File: src/rtl/width_12to8.sv
// width_12to8: 12-bit word stream in, 8-bit byte stream out.
// Every two words become three bytes, MSB nibble first. A 6-nibble buffer
// (slot 0 = head, held in buf_q[23:20]) absorbs rate mismatch and backpressure.
// Optional macro W12TO8_FLUSH_EN adds a 'flush' input that pads a lone
// trailing nibble with 4'h0 so it can leave as a byte.
//
// Handshake: a transfer happens on a rising edge where valid and ready are
// both high. ready_in and valid_out are decoded from registered state only
// (plus rst), so there is no combinational path from valid_in/ready_out to
// any output.
module width_12to8 (
`ifdef W12TO8_FLUSH_EN
  input  logic        flush,
`endif
  input  logic        clk,
  input  logic        rst,
  input  logic        valid_in,
  input  logic [11:0] data_in,
  output logic        ready_in,
  output logic        valid_out,
  output logic [7:0]  data_out,
  input  logic        ready_out
);

  // Slots beyond nib_cnt_q are always kept at zero, so a flush can simply
  // extend the count over an already-zero slot.
  logic [23:0] buf_q, buf_d, buf_pop;
  logic [2:0]  nib_cnt_q, nib_cnt_d, cnt_pop;
  logic        push, pop;

  assign ready_in  = (nib_cnt_q <= 3'd3) && !rst;
  assign valid_out = (nib_cnt_q >= 3'd2) && !rst;
  assign data_out  = valid_out ? buf_q[23:16] : 8'h00;

  assign push = valid_in && ready_in;
  assign pop  = valid_out && ready_out;

  // Next buffer state: pop shifts the head byte out first, then a push
  // appends its three nibbles right after the surviving ones.
  always_comb begin
    buf_pop   = pop ? {buf_q[15:0], 8'h00} : buf_q;
    cnt_pop   = pop ? (nib_cnt_q - 3'd2) : nib_cnt_q;
    buf_d     = buf_pop;
    nib_cnt_d = cnt_pop;
    if (push) begin
      nib_cnt_d = cnt_pop + 3'd3;
      case (cnt_pop)
        3'd0:    buf_d[23:12] = data_in;
        3'd1:    buf_d[19:8]  = data_in;
        3'd2:    buf_d[15:4]  = data_in;
        default: buf_d[11:0]  = data_in;
      endcase
    end
`ifdef W12TO8_FLUSH_EN
    else if (flush && (nib_cnt_q == 3'd1)) begin
      nib_cnt_d = 3'd2;
    end
`endif
  end

  // State register with synchronous reset that drops all buffered nibbles.
  always_ff @(posedge clk) begin
    if (rst) begin
      buf_q     <= 24'h0;
      nib_cnt_q <= 3'd0;
    end else begin
      buf_q     <= buf_d;
      nib_cnt_q <= nib_cnt_d;
    end
  end

endmodule

File: config.mk
export PLATFORM = sky130hd
export DESIGN_NAME = width_12to8
export DESIGN_NICKNAME = d
export VERILOG_FILES = /design/src/rtl/width_12to8.sv
export SDC_FILE = /design/constraint.sdc
export NUM_CORES = 1
export LEC_CHECK = 0
export BUFFER_PORTS_ARGS = -buffer_cell sky130_fd_sc_hd__buf_2
export CORE_UTILIZATION = 38
export DETAILED_ROUTE_END_ITERATION = 8
export GPL_TIMING_DRIVEN = 0
export PLACE_DENSITY_LB_ADDON = 0.08
export SYNTH_ARGS = -nofsm -noshare
export SYNTH_HDL_FRONTEND = slang
export SYNTH_SLANG_ARGS = --single-unit
File: constraint.sdc
create_clock -name clk -period 2.6 [get_ports clk]
set_input_delay 0.26 -clock clk [delete_from_list [all_inputs] [get_ports clk]]
set_output_delay 0.26 -clock clk [all_outputs]
set_load 0.01 [all_outputs]
==> qor.json <==
{
  "status": {"value": "finished, final reports clean"},
  "design.portCount": {"value": 26},
  "finalInstanceArea": {"value": 2140, "unit": "um2"},
  "dp_hpwl": {"value": 3.45, "unit": "mm"},
  "final_cell_count_no_fill": {"value": 274},
  "hold_viol": {"value": 0},
  "placement_rows": {"value": 23},
  "synthMuxAreaShare": {"value": 6.23, "unit": "%"},
  "crit_slowest_cell": {"value": "or3b_4"},
  "drive_gt1_share": {"value": 35.7, "unit": "%"},
  "crit_top_cell": {"value": "buf_6"},
  "critical_path.endpoint_type": {"value": "flop"},
  "antenna_found_initial": {"value": 0},
  "port_buffers": {"value": 24},
  "area_growth_syn_to_layout": {"value": 28.5, "unit": "%"},
  "synth_area_per_cell": {"value": 9.11, "unit": "um2"},
  "clock_tree_from_tritoncts": {"value": "yes"},
  "num_antenna_cells": {"value": 0},
  "syn-cell-area": {"value": 1670, "unit": "um2"},
  "worstMarginPinSlew": {"value": 0.857, "unit": "ns"},
  "layout_min_cycle_time": {"value": 2.49, "unit": "ns"},
  "cts.path.max_buffers": {"value": 2},
  "achievable_freq": {"value": 401, "unit": "MHz"},
  "clk_pin_slew": {"value": 0.10, "unit": "ns"},
  "place_area": {"value": 1860, "unit": "um2"},
  "final_nets": {"value": 245},
  "post_synth_most_frequent_cells": {"value": "27 x dfxtp_1, 13 x a211oi_1, 13 x inv_1"},
  "crit_path_max_fanout": {"value": 10},
  "fp.dieArea": {"value": 4660, "unit": "um2"},
  "share_of_the_cycle_needed_by_the_critical_path_after_routing": {"value": 95.9, "unit": "%"},
  "avgRoutedWirePerCell": {"value": 18.2, "unit": "um"},
  "ir_drop": {"value": 0.000369, "unit": "V"},
  "die-height": {"value": 68.3, "unit": "um"},
  "synth_compound_area_share": {"value": 34.1, "unit": "%"},
  "synthArstFlopShare": {"value": 0, "unit": "%"},
  "yosys.area_share.xor_xnor": {"value": 0, "unit": "%"},
  "setup_ws": {"value": 0.106, "unit": "ns"},
  "synth_area_leaders": {"value": "dfxtp_1 32%, a211oi_1 5.9%, mux2i_1 5.4%"},
  "route.detailed.vias_per_inst": {"value": 5.88},
  "grt_util_all_layers": {"value": 23.6, "unit": "%"},
  "synth_top_family_by_area": {"value": "compound AO/OA/AOI/OAI gates"},
  "netlist.top_cell.by_area": {"value": "dfxtp_1"},
  "postCtsHoldBufs": {"value": 0},
  "cts-buffers-inserted": {"value": 3},
  "postSynth.topFlopCell": {"value": "dfxtp_1"},
  "floorplan.initialDensity": {"value": 40.5, "unit": "%"},
  "first_global_vias": {"value": 1583},
  "yosys.area.top_type_share": {"value": 32.4, "unit": "%"},
  "worst-endpoint-arrival": {"value": 2.64, "unit": "ns"},
  "ys.warnings.count": {"value": 0},
  "dp_worst_setup_slack": {"value": -0.489, "unit": "ns"},
  "postRouteWirelength": {"value": 5.00, "unit": "mm"},
  "drt-initial-drc-count": {"value": 155},
  "hold_ws": {"value": 0.225, "unit": "ns"},
  "critPathLaunchType": {"value": "flop"},
  "regToRegSetupSlack": {"value": 0.11, "unit": "ns"},
  "fin_worst_skew": {"value": 0.00202, "unit": "ns"},
  "clkSinkCount": {"value": 27},
  "timing.critical_path.cells": {"value": "buf_6 -> or3b_4 -> a21oi_4 -> buf_6 -> o21bai_2 -> ha_4 -> and3_1 -> buf_6 -> a222oi_1 -> o32ai_2"},
  "gate_count_post_synth": {"value": 183},
  "simple_gate_fraction_of_synth_area": {"value": 16.3, "unit": "%"},
  "clk_latency_worst_skew_pair": {"value": 0.28, "unit": "ns"},
  "route.antenna.remaining_nets": {"value": 0},
  "grt_first_pass_wirelength": {"value": 8.01, "unit": "mm"},
  "rsz0062_at_grt": {"value": "no"},
  "synth-edff-count": {"value": 0},
  "total_power": {"value": 1.62, "unit": "mW"},
  "via_count": {"value": 1612},
  "place_inst": {"value": 257},
  "first_pass_iters": {"value": 4},
  "synth.net_count": {"value": 203},
  "final-setup-viol-count": {"value": 0},
  "synth_sequential_area_ratio": {"value": 32.4, "unit": "%"},
  "cap_viol_max_count": {"value": 0},
  "globalplace.congestion": {"value": 0.878},
  "synth.ff_latch_count": {"value": 27},
  "cp_data_required_time": {"value": 2.75, "unit": "ns"},
  "yosys.area_share.adder": {"value": 3.00, "unit": "%"},
  "gr-total-overflow": {"value": 0},
  "cellPowerDensity": {"value": 758, "unit": "nW/um2"},
  "final_report_max_slew_violation_count": {"value": 0},
  "cts.htree.levels": {"value": 1},
  "timing.setup.critical_path_class": {"value": "flop to flop"},
  "number_of_distinct_standard_cells_referenced_by_the_synthesized_netlist": {"value": 44},
  "core-area": {"value": 4120, "unit": "um2"},
  "synth_most_common_cell": {"value": "dfxtp_1"},
  "grt_start_max_net_pins": {"value": 16},
  "route.detailed.drc": {"value": 0},
  "relSlewSlack": {"value": 42.9, "unit": "%"},
  "die-width": {"value": 68.3, "unit": "um"},
  "hold_path_class": {"value": "primary input to flop"},
  "cts_root_buf": {"value": "clkbuf_8"},
  "cellLeakagePower": {"value": 0.823, "unit": "nW"},
  "max_incr_delay_on_cp": {"value": 0.41, "unit": "ns"}
}
[path summary, 6_finish.rpt]
path,depth (start not counted),startpoint,endpoint
setup reg to reg,10,nib_cnt_q[1],buf_q[8]
hold reg to reg,2,buf_q[1],buf_q[1]
hold / removal,3,data_in[8],buf_q[20]
setup / recovery,10,nib_cnt_q[1],buf_q[8]
[registers in the layout (all words and copies together) (netlist names)]
name	flops
nib_cnt_q	3
buf_q	24
[worst max-delay path, delay by kind of cell, from the launching register on]
kind                     cells  cell delay [ns]
flip-flops                   1             0.36
buffers and inverters        3             0.39
AO/OA/AOI/OAI                4             0.81
adder cells (fa/ha/maj)      1             0.20
AND/OR/NAND/NOR              2             0.60
[final cells by class]
class	instances	area, um2
well taps	50	62.6
clock buffers	3	41.3
plain buffers	14	97.6
inverters	13	48.8
fillers	425	1970
repair buffers	38	225
clock inverters	1	5.00
flip-flops and latches	27	546
multi-input cells	128	1120
[cell usage in the layout (no fill, tap or decap), drive strengths merged, types with 2 or more instances in the layout]
master / Yosys / layout
buf: 8 / 46
dfxtp: 27 / 27
a211oi: 14 / 14
inv: 13 / 13
mux2i: 10 / 10
and2: 9 / 9
nand2: 9 / 9
clkbuf: 7 / 9
nor2b: 8 / 8
a222oi: 8 / 8
nand3: 6 / 6
nor2: 6 / 6
a22oi: 5 / 5
o31ai: 5 / 5
a21oi: 5 / 5
a221oi: 4 / 4
o32ai: 4 / 4
a32oi: 4 / 4
o21ai: 4 / 4
o41ai: 4 / 4
ha: 4 / 4
a2111o: 2 / 2
and3: 2 / 2
nand2b: 2 / 2
or3b: 2 / 2
a311oi: 2 / 2
[what timing repair did]
| action | 4_1_cts | 5_1_grt |
|---|---|---|
| pin swaps | 6 | 11 |
| buffers inserted | 5 | 9 |
| hold endpoints to repair | 0 | 0 |
| gates cloned | 0 | 0 |
| resized for setup | 21 | 12 |
| endpoints found under the setup margin | 20 | 12 |
[report_power, final]
group	total, mW	internal [mW]	switching (mW)
sequential	0.540	0.495	0.0457
clock	0.256	0.108	0.148
combinational	0.828	0.384	0.444
total	1.62	0.987	0.638
[cells by family (layout without fill, tap and decap cells)]
family                   Yosys count  after routing
AND/OR/NAND/NOR                   48             48
adder cells (fa/ha/maj)            4              4
AO/OA/AOI/OAI                     66             66
buffers and inverters             28             69
multiplexers                      10             10
flip-flops                        27             27
[through the flow]
| stage | setup TNS [ns] | utilization (%) |
|---|---|---|
| global route | 0 | 52.1 |
| finish | 0 | 52.1 |
| global placement | -5.09 | 45.1 |
| floorplan | 0 | - |
| CTS | 0 | 49.1 |
| detailed placement | -5.74 | 45.1 |
[per-layer routing]
layer	track usage, %	up-vias	routed length (um)
met2	38.0	48	2390
met1	32.4	764	2320
met3	3.17	8	220
met5	0	-	0
li1	-	792	-
met4	7.03	0	66
Note: power is estimated with default switching activity, not from simulation.
